===== src/rtl/pc_pkg.sv =====
// Shared types and constants for the program-counter unit.
// Build option: define PC_C_EXT_EN for 16-bit compressed instruction support.
package pc_pkg;

  typedef enum logic [1:0] {
    ST_BOOT = 2'd0,
    ST_RUN  = 2'd1,
    ST_HALT = 2'd2
  } pc_state_e;

  localparam int unsigned INC_32 = 4;
  localparam int unsigned INC_16 = 2;

  localparam logic [31:0] DEF_RESET_VEC = 32'h0000_0000;
  localparam logic [31:0] DEF_TRAP_VEC  = 32'h0000_0100;

`ifdef PC_C_EXT_EN
  localparam bit C_EXT_EN = 1'b1;
`else
  localparam bit C_EXT_EN = 1'b0;
`endif

  // With compressed instructions, halfword-aligned targets are legal.
  function automatic logic is_misaligned(input logic [1:0] low);
    return C_EXT_EN ? low[0] : (low != 2'b00);
  endfunction

endpackage


===== src/rtl/pc_if.sv =====
// Fetch and control bundle between the PC unit and the fetch/execute/CSR logic.
// Build option: PC_C_EXT_EN adds the insn_is_16 signal.
interface pc_if #(
  parameter int PC_WIDTH = 32
);
  logic [PC_WIDTH-1:0] pc_out;
  logic                pc_valid;
  logic                if_ready;
  logic                stall;
  logic                redirect_valid;
  logic [PC_WIDTH-1:0] redirect_target;
  logic                trap_valid;
  logic                mret_valid;
  logic                halt_req;
  logic                resume;
`ifdef PC_C_EXT_EN
  logic                insn_is_16;
`endif
  logic [PC_WIDTH-1:0] epc_out;
  logic                misalign_err;
  logic [1:0]          state_out;

  modport master (
    input  pc_out, pc_valid, epc_out, misalign_err, state_out,
`ifdef PC_C_EXT_EN
    output insn_is_16,
`endif
    output if_ready, stall, redirect_valid, redirect_target,
    output trap_valid, mret_valid, halt_req, resume
  );

  modport slave (
    output pc_out, pc_valid, epc_out, misalign_err, state_out,
`ifdef PC_C_EXT_EN
    input  insn_is_16,
`endif
    input  if_ready, stall, redirect_valid, redirect_target,
    input  trap_valid, mret_valid, halt_req, resume
  );
endinterface


===== src/rtl/pc_next_sel.sv =====
// Combinational next-PC priority mux: trap > mret > redirect > sequential advance.
// Build option: PC_C_EXT_EN selects a 2-byte increment for 16-bit instructions.
module pc_next_sel
  import pc_pkg::*;
#(
  parameter int                  PC_WIDTH = 32,
  parameter logic [PC_WIDTH-1:0] TRAP_VEC = PC_WIDTH'(DEF_TRAP_VEC)
) (
  input  logic [PC_WIDTH-1:0] pc,
  input  logic [PC_WIDTH-1:0] epc,
  input  logic                trap,
  input  logic                mret,
  input  logic                redirect,
  input  logic [PC_WIDTH-1:0] redirect_target,
  input  logic                advance,
`ifdef PC_C_EXT_EN
  input  logic                insn_is_16,
`endif
  output logic [PC_WIDTH-1:0] next_pc,
  output logic                take_trap,
  output logic                misalign
);

  logic [PC_WIDTH-1:0] inc;

  always_comb begin
`ifdef PC_C_EXT_EN
    inc = insn_is_16 ? PC_WIDTH'(INC_16) : PC_WIDTH'(INC_32);
`else
    inc = PC_WIDTH'(INC_32);
`endif
  end

  // NOTE: every output gets a default first so no path leaves it unassigned and infers a latch.
  always_comb begin
    next_pc   = pc;
    take_trap = 1'b0;
    misalign  = 1'b0;
    if (trap) begin
      next_pc   = TRAP_VEC;
      take_trap = 1'b1;
    end else if (mret) begin
      if (is_misaligned(epc[1:0])) begin
        next_pc   = TRAP_VEC;
        take_trap = 1'b1;
        misalign  = 1'b1;
      end else begin
        next_pc = epc;
      end
    end else if (redirect) begin
      if (is_misaligned(redirect_target[1:0])) begin
        next_pc   = TRAP_VEC;
        take_trap = 1'b1;
        misalign  = 1'b1;
      end else begin
        next_pc = redirect_target;
      end
    end else if (advance) begin
      // Sum truncates to PC_WIDTH, so the PC wraps naturally.
      next_pc = pc + inc;
    end
  end

endmodule


===== src/rtl/pc_unit.sv =====
// Program-counter unit: BOOT/RUN/HALT FSM, boot delay, fetch PC, saved EPC, misalign pulse.
// Build option: define PC_C_EXT_EN for 16-bit instruction increments and halfword alignment.
module pc_unit
  import pc_pkg::*;
#(
  parameter int                  PC_WIDTH    = 32,
  parameter logic [PC_WIDTH-1:0] RESET_VEC   = PC_WIDTH'(DEF_RESET_VEC),
  parameter logic [PC_WIDTH-1:0] TRAP_VEC    = PC_WIDTH'(DEF_TRAP_VEC),
  parameter int                  BOOT_CYCLES = 2
) (
  input logic clk,
  input logic rst_n,
  pc_if.slave bus
);

  localparam int CNT_W = $clog2(BOOT_CYCLES + 1);
  localparam logic [CNT_W-1:0] BOOT_LAST = CNT_W'(BOOT_CYCLES - 1);

  pc_state_e           state, state_nxt;
  logic [CNT_W-1:0]    boot_cnt;
  logic [PC_WIDTH-1:0] pc, epc, next_pc;
  logic                mis_q, take_trap, misalign;
  logic                sel_trap, sel_mret, sel_redir, sel_adv;

  // Mode gating: BOOT ignores everything, HALT only honours traps.
  always_comb begin
    sel_trap  = bus.trap_valid && (state != ST_BOOT);
    sel_mret  = bus.mret_valid && (state == ST_RUN);
    sel_redir = bus.redirect_valid && (state == ST_RUN);
    sel_adv   = (state == ST_RUN) && !bus.halt_req && bus.if_ready && !bus.stall;
  end

  pc_next_sel #(
    .PC_WIDTH (PC_WIDTH),
    .TRAP_VEC (TRAP_VEC)
  ) u_next_sel (
    .pc              (pc),
    .epc             (epc),
    .trap            (sel_trap),
    .mret            (sel_mret),
    .redirect        (sel_redir),
    .redirect_target (bus.redirect_target),
    .advance         (sel_adv),
`ifdef PC_C_EXT_EN
    .insn_is_16      (bus.insn_is_16),
`endif
    .next_pc         (next_pc),
    .take_trap       (take_trap),
    .misalign        (misalign)
  );

  always_comb begin
    state_nxt = state;
    unique case (state)
      ST_BOOT: if (boot_cnt == BOOT_LAST) state_nxt = ST_RUN;
      ST_RUN:  if (!(sel_trap || sel_mret || sel_redir) && bus.halt_req) state_nxt = ST_HALT;
      ST_HALT: if (sel_trap || bus.resume) state_nxt = ST_RUN;
      default: state_nxt = ST_BOOT;
    endcase
  end

  // NOTE: sequential state uses non-blocking assignments so every register samples pre-edge values.
  always_ff @(posedge clk or negedge rst_n) begin
    if (!rst_n) begin
      state    <= ST_BOOT;
      boot_cnt <= '0;
      pc       <= RESET_VEC;
      epc      <= '0;
      mis_q    <= 1'b0;
    end else begin
      state <= state_nxt;
      pc    <= next_pc;
      mis_q <= misalign;
      if (take_trap) epc <= pc;
      if (state == ST_BOOT) boot_cnt <= boot_cnt + 1'b1;
    end
  end

  assign bus.pc_out       = pc;
  assign bus.pc_valid     = (state == ST_RUN);
  assign bus.epc_out      = epc;
  assign bus.misalign_err = mis_q;
  assign bus.state_out    = state;

endmodule

===== src/flat_wrapper.sv =====
// flat-port wrapper written by rule: the top's interface ports become plain ports
module pc_unit_flat import pc_pkg::*;
#(
  parameter int                  PC_WIDTH    = 32,
  parameter logic [PC_WIDTH-1:0] RESET_VEC   = PC_WIDTH'(DEF_RESET_VEC),
  parameter logic [PC_WIDTH-1:0] TRAP_VEC    = PC_WIDTH'(DEF_TRAP_VEC),
  parameter int                  BOOT_CYCLES = 2
)
  (clk, rst_n, bus_pc_out, bus_pc_valid, bus_epc_out, bus_misalign_err, bus_state_out, bus_if_ready, bus_stall, bus_redirect_valid, bus_redirect_target, bus_trap_valid, bus_mret_valid, bus_halt_req, bus_resume);
  pc_if #(.PC_WIDTH(PC_WIDTH)) bus_i ();
  input logic clk;
  input logic rst_n;
  output wire logic [$bits(bus_i.pc_out)-1:0] bus_pc_out;
  output wire logic [$bits(bus_i.pc_valid)-1:0] bus_pc_valid;
  output wire logic [$bits(bus_i.epc_out)-1:0] bus_epc_out;
  output wire logic [$bits(bus_i.misalign_err)-1:0] bus_misalign_err;
  output wire logic [$bits(bus_i.state_out)-1:0] bus_state_out;
  input wire logic [$bits(bus_i.if_ready)-1:0] bus_if_ready;
  input wire logic [$bits(bus_i.stall)-1:0] bus_stall;
  input wire logic [$bits(bus_i.redirect_valid)-1:0] bus_redirect_valid;
  input wire logic [$bits(bus_i.redirect_target)-1:0] bus_redirect_target;
  input wire logic [$bits(bus_i.trap_valid)-1:0] bus_trap_valid;
  input wire logic [$bits(bus_i.mret_valid)-1:0] bus_mret_valid;
  input wire logic [$bits(bus_i.halt_req)-1:0] bus_halt_req;
  input wire logic [$bits(bus_i.resume)-1:0] bus_resume;
  assign bus_pc_out = bus_i.pc_out;
  assign bus_pc_valid = bus_i.pc_valid;
  assign bus_epc_out = bus_i.epc_out;
  assign bus_misalign_err = bus_i.misalign_err;
  assign bus_state_out = bus_i.state_out;
  assign bus_i.if_ready = bus_if_ready;
  assign bus_i.stall = bus_stall;
  assign bus_i.redirect_valid = bus_redirect_valid;
  assign bus_i.redirect_target = bus_redirect_target;
  assign bus_i.trap_valid = bus_trap_valid;
  assign bus_i.mret_valid = bus_mret_valid;
  assign bus_i.halt_req = bus_halt_req;
  assign bus_i.resume = bus_resume;
  pc_unit #(.PC_WIDTH(PC_WIDTH), .RESET_VEC(RESET_VEC), .TRAP_VEC(TRAP_VEC), .BOOT_CYCLES(BOOT_CYCLES)) u_core (.clk(clk), .rst_n(rst_n), .bus(bus_i));
endmodule

===== config.mk =====
export PLATFORM = sky130hd
export DESIGN_NAME = pc_unit_flat
export DESIGN_NICKNAME = d
export VERILOG_FILES = /design/src/rtl/pc_pkg.sv /design/src/rtl/pc_if.sv /design/src/rtl/pc_next_sel.sv /design/src/rtl/pc_unit.sv /design/src/flat_wrapper.sv
export SDC_FILE = /design/constraint.sdc
export NUM_CORES = 1
export LEC_CHECK = 0
export CAP_MARGIN = 40
export CORE_UTILIZATION = 52
export DETAILED_ROUTE_END_ITERATION = 10
export PLACE_DENSITY_LB_ADDON = 0.3
export SYNTH_ARGS = -nofsm -noshare
export SYNTH_HDL_FRONTEND = slang
export SYNTH_SLANG_ARGS = --single-unit
export TNS_END_PERCENT = 20

===== constraint.sdc =====
create_clock -name clk -period 3 [get_ports clk]
set_input_delay 0.75 -clock clk [delete_from_list [all_inputs] [get_ports clk]]
set_output_delay 0.75 -clock clk [all_outputs]
set_load 0.05 [all_outputs]

==> results by stage <==
Outcome:
- The flow ran to the end, and the final reports show no timing, DRC or antenna violations.

Logic synthesis:
- The share of synthesized area in the top cell type comes to 46.3%.
- The synthesized netlist net count is 382.
- The commonest cells after synthesis are sky130_fd_sc_hd__dfrtp_1 (69), sky130_fd_sc_hd__mux2_2 (32), sky130_fd_sc_hd__nand2_1 (19).
- The gate count after technology mapping is 339.
- For this run, the leading register cell type out of synthesis is sky130_fd_sc_hd__dfrtp_1.
- The netlist area before placement is 3730 sq um.
- The share of synthesized flip-flops with an asynchronous set or reset is 100%.
- The number of synthesized register bits is 69.
- By area the synthesized netlist is led by sky130_fd_sc_hd__dfrtp_1 (46%), sky130_fd_sc_hd__mux2_2 (9.7%), sky130_fd_sc_hd__a221o_1 (3.0%), sky130_fd_sc_hd__xnor2_1 (2.8%), sky130_fd_sc_hd__xor2_1 (2.6%).
- Sequential elements use 46.3% of the synthesized area.
- The number of synthesis warnings is 0.
- In this run, synthesis inferred 0 flip-flops with an integrated enable.
- The mean instance size in the synthesized netlist is 11.0 sq um.
- Among all cell types in the netlist, the one instantiated most often is sky130_fd_sc_hd__dfrtp_1.
- sky130_fd_sc_hd__dfrtp_1 takes more of the synthesized area than any other cell.
- After synthesis, the netlist uses 64 different library cells.

GRT:
- The via count of the first global-routing pass is 3153.
- Global routing finished with a remaining overflow of 0.
- Global routing used 27.0% of the available tracks across all layers.
- The initial antenna violation count is 0.
- Entering global routing, the biggest net connects 36 pins.
- The first-pass GRT wire length is 15.8 mm.

Timing:
- The number of setup violations in the final report is 0.
- The final-report hold violation count was 0.
- The total count of max-transition violations in the final report is 0.
- Setup repair after global routing left no endpoint under its margin.
- On the final layout, the worst clock skew is 0.00769 ns.
- Across all setup checks in the final design, the least slack found is 0.372 ns.
- The worst hold slack is 0.483 ns.
- Subtracting the final worst setup slack from the clock period gives 2.63 ns.
- The highest clock frequency the design can meet is 381 MHz.
- For the final routed database, the setup TNS stands at 0 ns.
- After layout, the worst path uses 87.6% of the clock period.
- The slew of the pin with the lowest slew margin is 0.802 ns.
- The tightest slew margin relative to the limit is 46.6%.

Pwr:
- Per report_power, the combinational group accounts for 57.3% of the total.
- Dividing total power by cell area gives a power density of 1110 nW/um^2.
- The share of total power in sequential cells is 30.9%.
- The switching power of the nets is 0.00278 W.
- The internal cell power is 0.00281 W.
- The static leakage is 2.05 nW.
- The switching part of the total power is 49.7%.
- Across the VDD grid, the largest voltage drop is 0.677 mV.
- The part of the power in the clock network is 11.8%.

Detailed routing:
- After detailed routing, the number of remaining DRC violations is 0.
- Summing over every cut layer, the via total after detailed routing is 3277.
- Using the TritonRoute via totals, the vias-per-cell ratio works out to 6.03.
- In this run, the number of DRC markers left after iteration 0 of detailed routing was 324.
- The overall routed net length is 9.69 mm.
- The first-pass iteration count of the detailed router is 5.
- The final routed wire length divided by cell count is 17.8 um.
- The count of nets left with antenna violations once routing finished came out at 0.

Clocking:
- The clock passes through at most 2 buffers.
- The tree is rooted in a sky130_fd_sc_hd__clkbuf_8.
- Counting every sink on the clock net gives 69.
- The H-tree generated during clock tree synthesis spans 3 levels.
- The later-pin clock latency in the skew report is 0.33 ns.
- TritonCTS built the clock tree.
- Buffers added to address setup during post-CTS repair amount to 0.
- Once the clock tree was built, the resizer swapped 0 gates to a different size.
- After clock tree synthesis, the clock-pin slew on the worst setup and hold paths is 0.07 ns.
- In this run, post-CTS hold repair placed 0 buffers.
- Buffers inserted during clock tree synthesis total 9.

Worst setup path:
- The kind of start point of the critical path is a register.
- The critical path class is register to primary output.
- At the worst endpoint, the required time is 2.25 ns.
- The worst setup path is captured at a primary output.
- The signal arrival time at the worst endpoint is 1.88 ns.
- The largest fanout on the critical path is 9.

Place:
- Routability-driven placement finished with a final weighted congestion of 0.839.
- Summed over all nets, the half-perimeter wirelength after detailed placement is 6.96 mm.
- After detailed placement, the design holds a cell count of 528.
- The worst-case setup slack after placement is 0.230 ns.
- The total of buffers placed on input and output ports is 108.

Cells and area:
- The area growth from synthesis to layout is 35.0%.
- The layout has 495 filler cells.
- Cells fill 73.3% of the core in the end.
- Registers take 1730 sq um.
- The share of layout cells above drive strength 1 is 15.9%.
- The count of non-filler cells in the finished layout is 543.
- The number of nets in the layout is 486.
- The antenna diode count is 0.
- The area used by multi-input combinational logic is 1850 sq um.

Die:
- The total area inside the core boundary comes to 6870 sq um.
- The die height is 86.7 um.
- Row generation in the floorplan step produced 30 rows.
- The die extent in x is 86.7 um.
- The effective utilization at floorplan is 54.3%.
- The number of placed I/O pins is 109.
- The overall die area is 7520 sq um.

Job:
- Max-cap violations in this run came to 0.

Worst hold path:
- The type of the worst min-delay path is register to register.
-- area by class of cell --
cell class | count | share of cell area [%]
tap | 96 | 2.38
timing repair buffer | 115 | 22.9
multi-input combinational | 242 | 36.8
clock buffer | 13 | 2.96
inverter | 6 | 0.497
clock inverter | 2 | 0.199
sequential | 69 | 34.3
-- per-stage QoR --
stage	instance area (sq um)	power, W
4_1_cts	5040	0.00560
6_report	5040	0.00560
5_1_grt	5040	0.00587
3_5_place_dp	4880	0.00495
3_3_place_gp	4880	0.00488
2_1_floorplan	3730	0.00390
-- critical path: stages, from the launching register on --
cell,delay [ns]
sky130_fd_sc_hd__dfrtp_1,0.42
sky130_fd_sc_hd__nand2b_4,0.19
sky130_fd_sc_hd__inv_4,0.12
sky130_fd_sc_hd__clkdlybuf4s50_1,0.81
-- power groups by stage --
stage / combinational, W / clock (W) / sequential, W
2_1_floorplan: 0.00121 / 0 / 0.00270
4_1_cts: 0.00321 / 0.000663 / 0.00173
3_5_place_dp: 0.00321 / 0 / 0.00174
6_report: 0.00321 / 0.000658 / 0.00173
5_1_grt: 0.00336 / 0.000708 / 0.00180
3_3_place_gp: 0.00316 / 0 / 0.00172
-- path summary, 6_finish.rpt --
check,start,to,slack (ns),depth (start not counted)
setup / recovery,u_core.bus.state_out[1]$_DFFE_PN0P_,bus_pc_valid,0.37,3
hold / removal,u_core.boot_cnt[0]$_DFFE_PN0P_,u_core.boot_cnt[0]$_DFFE_PN0P_,0.48,1
setup reg to reg,u_core.bus.pc_out[2]$_DFFE_PN0P_,u_core.bus.pc_out[30]$_DFFE_PN0P_,0.89,6
hold reg to reg,u_core.boot_cnt[0]$_DFFE_PN0P_,u_core.boot_cnt[0]$_DFFE_PN0P_,0.48,1
max in group asynchronous,rst_n,u_core.bus.epc_out[6]$_DFFE_PN0P_,1.84,2
min in group asynchronous,rst_n,u_core.bus.pc_out[24]$_DFFE_PN0P_,0.50,1
-- state kept, by name, indices dropped and copies added (netlist names) --
name and flops:
u_core.bus.pc_out 32, u_core.boot_cnt 2, u_core.bus.misalign_err 1, u_core.bus.state_out 2, u_core.bus.epc_out 32
-- placed cells by master, fill, tap and decap left out, drive strengths merged, types with 4 or more instances in the layout --
cell type      count
and2               5
nor2              18
and3               4
o21ai             21
xor2              11
a211oi            10
a221o             11
nor3               7
buf                8
clkdlybuf4s50    107
nand4             14
dfrtp             69
mux2              32
a222oi             9
xnor2             12
clkbuf            13
nand2             19
a21oi              6
inv                6
nand3             13
-- logic make-up (layout without fill, tap and decap cells) --
kind of cell    after synthesis  count (layout)  share of synthesized area, %
compound gates               88              88                          18.4
xor+xnor                     23              23                          5.40
fa+ha+maj                     2               2                         0.670
buf+inv                      28             136                          4.29
flops                        69              69                          46.3
mux                          35              35                          10.5
simple gates                 94              94                          14.5
-- per-layer routing --
metal	up-vias	GRT usage [%]	share of wire (%)
met4	0	10.2	1.2
met3	15	4.00	6.1
met5	-	0	0
met2	149	43.9	49
li1	1504	-	-
met1	1609	36.8	43
Power figures use the tool's default switching activity.
